File: src/rtl/seq_alu_if.sv
// Handshake and operand/result bundle for seq_alu.
// master drives requests and operands, slave returns status, result and flags.
interface seq_alu_if #(
  parameter int unsigned N = 8
);
  logic         start_i;
  logic [N-1:0] a_i;
  logic [N-1:0] b_i;
  logic [2:0]   opcode_i;
  logic         busy_o;
  logic         done_o;
  logic [N-1:0] result_o;
  logic [3:0]   ALUFlags;

  modport master (
    output start_i, a_i, b_i, opcode_i,
    input  busy_o, done_o, result_o, ALUFlags
  );

  modport slave (
    input  start_i, a_i, b_i, opcode_i,
    output busy_o, done_o, result_o, ALUFlags
  );
endinterface

File: src/rtl/seq_alu.sv
// Multi-cycle ALU: 1-cycle SUM/RES/CR, N-cycle shift-add MUL and restoring DIV.
// Define SEQ_ALU_MOD_EN to add opcode 101 = unsigned remainder on the shared divider.
module seq_alu #(
  parameter int unsigned N = 8
) (
  input logic      clk,
  input logic      rst,
  seq_alu_if.slave bus
);
  localparam int unsigned CW = $clog2(N);

  localparam logic [2:0] OP_SUM = 3'b000;
  localparam logic [2:0] OP_RES = 3'b001;
  localparam logic [2:0] OP_MUL = 3'b010;
  localparam logic [2:0] OP_DIV = 3'b011;
  localparam logic [2:0] OP_CR  = 3'b100;
`ifdef SEQ_ALU_MOD_EN
  localparam logic [2:0] OP_MOD = 3'b101;
`endif

  typedef enum logic [1:0] {S_IDLE, S_CALC, S_DONE} state_t;

  state_t        state_q, state_d;
  logic [CW-1:0] cnt_q, cnt_d;
  logic [2:0]    op_q, op_d;
  logic [N-1:0]  hi_q, hi_d;
  logic [N-1:0]  lo_q, lo_d;
  logic [N-1:0]  opb_q, opb_d;
  logic [N-1:0]  res_q, res_d;
  logic [3:0]    flags_q, flags_d;
  logic          busy_q, done_q;

  // One iteration of the shared accumulator: {hi,lo} is product for MUL, {rem,quotient} for DIV.
  logic [N:0]   mul_add, mul_tmp, div_sh;
  logic [N-1:0] div_diff;
  logic         div_ge;
  logic [N-1:0] step_hi, step_lo;

  always_comb begin
    mul_add  = {1'b0, hi_q} + {1'b0, opb_q};
    mul_tmp  = lo_q[0] ? mul_add : {1'b0, hi_q};
    div_sh   = {hi_q, lo_q[N-1]};
    div_ge   = (div_sh >= {1'b0, opb_q});
    div_diff = div_sh[N-1:0] - opb_q;
    if (op_q == OP_MUL) begin
      step_hi = mul_tmp[N:1];
      step_lo = {mul_tmp[0], lo_q[N-1:1]};
    end else begin
      step_hi = div_ge ? div_diff : div_sh[N-1:0];
      step_lo = {lo_q[N-2:0], div_ge};
    end
  end

  // Single-cycle arithmetic on the live operands.
  logic [N:0] add_w, sub_w;
  logic       is_multi;

  always_comb begin
    add_w    = {1'b0, bus.a_i} + {1'b0, bus.b_i};
    sub_w    = {1'b0, bus.a_i} - {1'b0, bus.b_i};
    is_multi = (bus.opcode_i == OP_MUL) || (bus.opcode_i == OP_DIV);
`ifdef SEQ_ALU_MOD_EN
    if (bus.opcode_i == OP_MOD) is_multi = 1'b1;
`endif
  end

  logic [N-1:0] wr_res;
  logic         wr_c, wr_v, wr_en;
  logic         div_zero;

  always_comb begin
    state_d  = state_q;
    cnt_d    = cnt_q;
    op_d     = op_q;
    hi_d     = hi_q;
    lo_d     = lo_q;
    opb_d    = opb_q;
    res_d    = res_q;
    flags_d  = flags_q;
    wr_res   = '0;
    wr_c     = 1'b0;
    wr_v     = 1'b0;
    wr_en    = 1'b0;
    div_zero = (opb_q == '0);

    case (state_q)
      S_CALC: begin
        hi_d  = step_hi;
        lo_d  = step_lo;
        cnt_d = cnt_q + CW'(1);
        if (cnt_q == CW'(N - 1)) begin
          wr_en   = 1'b1;
          state_d = S_DONE;
          cnt_d   = '0;
          if (op_q == OP_MUL) begin
            wr_res = step_lo;
            wr_c   = |step_hi;
            wr_v   = |step_hi;
`ifdef SEQ_ALU_MOD_EN
          end else if (op_q == OP_MOD) begin
            // With a zero divisor every trial subtract succeeds, leaving a in the remainder.
            wr_res = step_hi;
            wr_v   = div_zero;
`endif
          end else begin
            wr_res = div_zero ? '0 : step_lo;
            wr_v   = div_zero;
          end
        end
      end
      default: begin
        state_d = S_IDLE;
        if (bus.start_i) begin
          if (is_multi) begin
            state_d = S_CALC;
            op_d    = bus.opcode_i;
            cnt_d   = '0;
            if (bus.opcode_i == OP_MUL) begin
              hi_d  = '0;
              lo_d  = bus.b_i;
              opb_d = bus.a_i;
            end else begin
              hi_d  = '0;
              lo_d  = bus.a_i;
              opb_d = bus.b_i;
            end
          end else begin
            state_d = S_DONE;
            wr_en   = 1'b1;
            case (bus.opcode_i)
              OP_SUM: begin
                wr_res = add_w[N-1:0];
                wr_c   = add_w[N];
                wr_v   = (bus.a_i[N-1] == bus.b_i[N-1]) && (add_w[N-1] != bus.a_i[N-1]);
              end
              OP_RES: begin
                wr_res = sub_w[N-1:0];
                wr_c   = sub_w[N];
                wr_v   = (bus.a_i[N-1] != bus.b_i[N-1]) && (sub_w[N-1] != bus.a_i[N-1]);
              end
              OP_CR:   wr_res = bus.b_i;
              default: wr_res = '0;
            endcase
          end
        end
      end
    endcase

    if (wr_en) begin
      res_d   = wr_res;
      flags_d = {wr_v, wr_c, wr_res[N-1], (wr_res == '0)};
    end
  end

  always_ff @(posedge clk or posedge rst) begin
    if (rst) begin
      state_q <= S_IDLE;
      cnt_q   <= '0;
      op_q    <= '0;
      hi_q    <= '0;
      lo_q    <= '0;
      opb_q   <= '0;
      res_q   <= '0;
      flags_q <= '0;
      busy_q  <= 1'b0;
      done_q  <= 1'b0;
    end else begin
      state_q <= state_d;
      cnt_q   <= cnt_d;
      op_q    <= op_d;
      hi_q    <= hi_d;
      lo_q    <= lo_d;
      opb_q   <= opb_d;
      res_q   <= res_d;
      flags_q <= flags_d;
      busy_q  <= (state_d == S_CALC);
      done_q  <= (state_d == S_DONE);
    end
  end

  assign bus.busy_o   = busy_q;
  assign bus.done_o   = done_q;
  assign bus.result_o = res_q;
  assign bus.ALUFlags = flags_q;
endmodule

File: src/flat_wrapper.sv
// flat-port wrapper written by rule: the top's interface ports become plain ports
module seq_alu_flat 
#(
  parameter int unsigned N = 8
)
  (clk, rst, bus_start_i, bus_a_i, bus_b_i, bus_opcode_i, bus_busy_o, bus_done_o, bus_result_o, bus_ALUFlags);
  seq_alu_if #(.N(N)) bus_i ();
  input logic clk;
  input logic rst;
  input wire logic [$bits(bus_i.start_i)-1:0] bus_start_i;
  input wire logic [$bits(bus_i.a_i)-1:0] bus_a_i;
  input wire logic [$bits(bus_i.b_i)-1:0] bus_b_i;
  input wire logic [$bits(bus_i.opcode_i)-1:0] bus_opcode_i;
  output wire logic [$bits(bus_i.busy_o)-1:0] bus_busy_o;
  output wire logic [$bits(bus_i.done_o)-1:0] bus_done_o;
  output wire logic [$bits(bus_i.result_o)-1:0] bus_result_o;
  output wire logic [$bits(bus_i.ALUFlags)-1:0] bus_ALUFlags;
  assign bus_i.start_i = bus_start_i;
  assign bus_i.a_i = bus_a_i;
  assign bus_i.b_i = bus_b_i;
  assign bus_i.opcode_i = bus_opcode_i;
  assign bus_busy_o = bus_i.busy_o;
  assign bus_done_o = bus_i.done_o;
  assign bus_result_o = bus_i.result_o;
  assign bus_ALUFlags = bus_i.ALUFlags;
  seq_alu #(.N(N)) u_core (.clk(clk), .rst(rst), .bus(bus_i));
endmodule
File: config.mk
export PLATFORM = sky130hd
export DESIGN_NAME = seq_alu_flat
export DESIGN_NICKNAME = d
export VERILOG_FILES = /design/src/rtl/seq_alu_if.sv /design/src/rtl/seq_alu.sv /design/src/flat_wrapper.sv
export SDC_FILE = /design/constraint.sdc
export NUM_CORES = 1
export LEC_CHECK = 0
export CAP_MARGIN = 30
export CORE_MARGIN = 4
export CORE_UTILIZATION = 50
export CTS_CLUSTER_DIAMETER = 30
export CTS_CLUSTER_SIZE = 24
export DETAILED_ROUTE_END_ITERATION = 12
export PLACE_DENSITY = 0.71
export SETUP_SLACK_MARGIN = 0.5
export SLEW_MARGIN = 10
export SYNTH_ARGS = -nofsm -noshare
export SYNTH_HDL_FRONTEND = slang
export SYNTH_SLANG_ARGS = --single-unit
File: constraint.sdc
create_clock -name clk -period 4.6 [get_ports clk]
set_clock_uncertainty 0.1 [all_clocks]
set_input_delay 0.46 -clock clk [delete_from_list [all_inputs] [get_ports clk]]
set_output_delay 0.46 -clock clk [all_outputs]
set_load 0.03 [all_outputs]
==> impl_metrics.yaml <==
timing:
  finalCriticalPeriod_ns: 3.121
  rsz0062_at_grt: "no"
  worstMarginPinSlew_ns: 0.9331
  max_freq_mhz: 320.4
  finalMaxSlewViolations: 0
  hold_violations: 0
  fin_setup_tns_ns: 0
  period_share: 0.6786
  setup_violations: 0
  relSlewSlack: 0.3779
worst_setup_path:
  critPathLaunchType: "flip-flop"
  critPathTopFamily: "compound AO/OA/AOI/OAI gates"
  reg2reg_from: "u_core.opb_q[6]"
  worst-path-buf-inv: 1
  cp_cell_sequence: "inv_1 -> ha_1 -> a21o_1 -> a211oi_4 -> nand2_2 -> o311ai_1 -> nand4b_1 -> nor4_1 -> o311ai_1"
  timing.rr.end: "u_core.bus.ALUFlags[3]"
  crit_type: "flip-flop to flip-flop"
  cpMaxStageDelayCell: "dfrtp_1"
  max_stage_delay_ns: 0.45
  cp_max_fo: 6
  crit_path_frequent_cell: "o311ai_1"
  cp-end-kind: "flip-flop"
  crit_arrival_ns: 3.18
  critPathRequiredTime_ns: 4.65
  reg2reg_depth: 9
  startpoint: "u_core.opb_q[6]"
  reg2reg_slack_ns: 1.48
pwr:
  pwr-share-clk: 0.105
  total_leakage_power_nw: 1.999
  power.internal_mw: 1.298
  power.switching_mw: 1.199
  powerDensity_nw_per_um2: 549.5
  combPwrFrac: 0.620
  ir_drop_v: 0.0002481
  p_sw_frac: 0.4802
  p_seq_frac: 0.275
cts:
  postCtsResizedCells: 0
  cts.sinks: 45
  cts-htree-levels: 2
  cts_tree: "built"
  clk_latency_ns: 0.31
  cts_buffers: 5
  post_cts_buffers: 0
  ctsLongestPathBuffers: 2
  clk_pin_slew_worst_paths_ns: 0.10
  clock-root-buffer: "clkbuf_8"
  cts_hold_buf: 0
layout:
  multi_input_area_um2: 2689
  fill_cells: 718
  fin_area_um2: 4546
  stdcell_count: 600
  nets: 558
  area_growth_pct: 13.39
  seqCellArea_um2: 1126
  post_route_cells_drive_above_1_share: 0.06024
  n_antenna_cell: 0
placement:
  place_congestion: 0.9312
  postPlaceCellArea_um2: 4417
  hpwl_mm: 8.261
  io_buffers: 35
  dp_cells: 590
logic_synthesis:
  synthSimpleGateAreaFrac: 0.1979
  ys_warn_count: 0
  synthCells: 473
  syn-num-nets: 534
  synth_ff_type: "dfrtp_1"
  synth_edf_count: 0
  synth_area_um2: 4009
  synth_top_family_by_area: "compound AO/OA/AOI/OAI gates"
  synth_area_per_cell_um2: 8.475
  synth_top_area_frac: 0.2809
  synth_compound_area_frac: 0.2413
  ys_ff_latch: 45
  synth_mux_area_frac: 0.07116
  synthArstFlopShare: 1.000
  yosysTopAreaCell: "dfrtp_1"
  ys_seq_area_frac: 0.2809
  yosys.area_share.xor_xnor: 0.03059
  synth_area_leaders: "dfrtp_1, ha_1, mux2i_1, nand2_1, a21oi_1"
  synth_fa_ha_area_frac: 0.1292
  ys_types: 76
drt:
  num_vias: 3687
  topRoutingLayerUsed: "met4"
  drcViolationCount: 0
  wl_met1_mm: 4.802
  drtAntennaViolNets: 0
  wl_met3_um: 623
  wl_met2_mm: 4.875
  routed_wirelength_mm: 10.56
  dr.first_iter.drc_count: 309
  via_per_inst: 6.145
  firstDrtPassIters: 6
  wl_per_cell_um: 17.60
global_routing:
  grt_max_degree: 46
  antenna_found_initial: 0
  grt_pass1_wl_mm: 17.31
  track_usage: 0.2204
  grt_pass1_vias: 3543
  grt-ovfl-total: 0
die:
  die_h_um: 97.54
  die_w_um: 97.54
  fp.dieArea_um2: 9514
  ios: 36
  floorplan.initialDensity: 0.5161
  rows: 32
  fp.coreArea_um2: 7767
status:
  status: "finished, final reports clean"
hold_path:
  hp-class: "input port to asynchronous set/reset pin"
job:
  drv_cap: 0
## state kept, by name, summed over array words and instances (netlist names)
| signal | flops |
|---|---|
| u_core.cnt_q | 3 |
| u_core.lo_q | 8 |
| u_core.bus.result_o | 7 |
| u_core.bus.busy_o | 1 |
| u_core.opb_q | 8 |
| u_core.op_q | 3 |
| u_core.bus.done_o | 1 |
| u_core.hi_q | 8 |
| u_core.bus.ALUFlags | 4 |
| u_core.state_q | 2 |
## cell usage in the layout (no fill, tap or decap), types with 3 or more instances in the layout
master	count
nor3_1	12
dfrtp_1	45
a211oi_1	5
nor2b_1	11
buf_4	3
fa_1	4
nand3_1	8
ha_1	35
a21o_1	10
mux2_2	3
o21ai_0	28
o221ai_1	6
nor3b_1	5
o22ai_1	3
clkdlybuf4s50_1	35
xnor2_1	6
nand4_1	5
a211o_1	4
xor2_1	8
o21a_1	7
nand2_1	45
mux2i_1	24
a22o_1	6
nand2b_1	5
a21oi_1	33
o21bai_1	3
inv_1	25
nor2_1	42
clkbuf_8	5
o41ai_1	3
## kinds of logic (layout without fill, tap and decap cells)
logic type,count (synthesis),after routing
compound gates,139,139
fa+ha+maj,39,39
buf+inv,50,75
mux,28,28
xor+xnor,14,14
simple gates,158,158
flops,45,45
## synth_stat cells (4+ instances only)
cell type,count
dfrtp_1,45
nand2_1,45
nor2_1,42
ha_1,35
a21oi_1,33
o21ai_0,28
inv_1,26
mux2i_1,24
clkbuf_1,18
nor2b_1,12
nor3_1,12
a21o_1,10
nand3_1,8
xor2_1,8
o21a_1,7
a22o_1,6
o221ai_1,6
xnor2_1,6
a211oi_1,5
nand2b_1,5
nand4_1,5
nor3b_1,5
a211o_1,4
buf_2,4
fa_1,4
## stage by stage
stage	power, mW	hold WS, ns	utilization	setup slack, ns
2_1_floorplan	1.816	0.3395	-	2.126
3_3_place_gp	2.178	0.3594	0.5686	1.366
3_5_place_dp	2.219	0.3674	0.5686	1.285
4_1_cts	2.487	0.3896	0.5807	1.517
5_1_grt	2.694	0.3439	0.5852	1.203
6_report	2.498	0.3164	0.5852	1.479
## power groups by stage
| stage | sequential (mW) | clock, mW | combinational (mW) |
|---|---|---|---|
| floorplan | 0.690 | 0 | 1.13 |
| global placement | 0.687 | 0 | 1.49 |
| detailed placement | 0.692 | 0 | 1.53 |
| CTS | 0.683 | 0.270 | 1.53 |
| global route | 0.708 | 0.288 | 1.70 |
| finish | 0.687 | 0.263 | 1.55 |
## worst max-delay path by stage
| stage | cells after the start | to | slack, ns |
|---|---|---|---|
| floorplan | 10 | u_core.hi_q[7] | 2.13 |
| global placement | 11 | u_core.bus.ALUFlags[3] | 1.37 |
| detailed placement | 11 | u_core.bus.ALUFlags[3] | 1.28 |
| CTS | 9 | u_core.bus.ALUFlags[3] | 1.52 |
| global route | 9 | u_core.bus.ALUFlags[3] | 1.20 |
| finish | 9 | u_core.bus.ALUFlags[3] | 1.48 |
## cell type report
cell class	instances	area share
sequential	45	0.2477
timing repair buffer	40	0.08973
inverter	27	0.02230
tap	102	0.02808
clock buffer	5	0.01514
multi-input combinational	378	0.5915
clock inverter	3	0.005505
## metal layers
layer,vias up,track usage
met1,1751,0.3034
li1,1770,-
met3,25,0.03374
met2,141,0.3527
met5,-,0
met4,0,0.07561
Power figures use the tool's default switching activity.
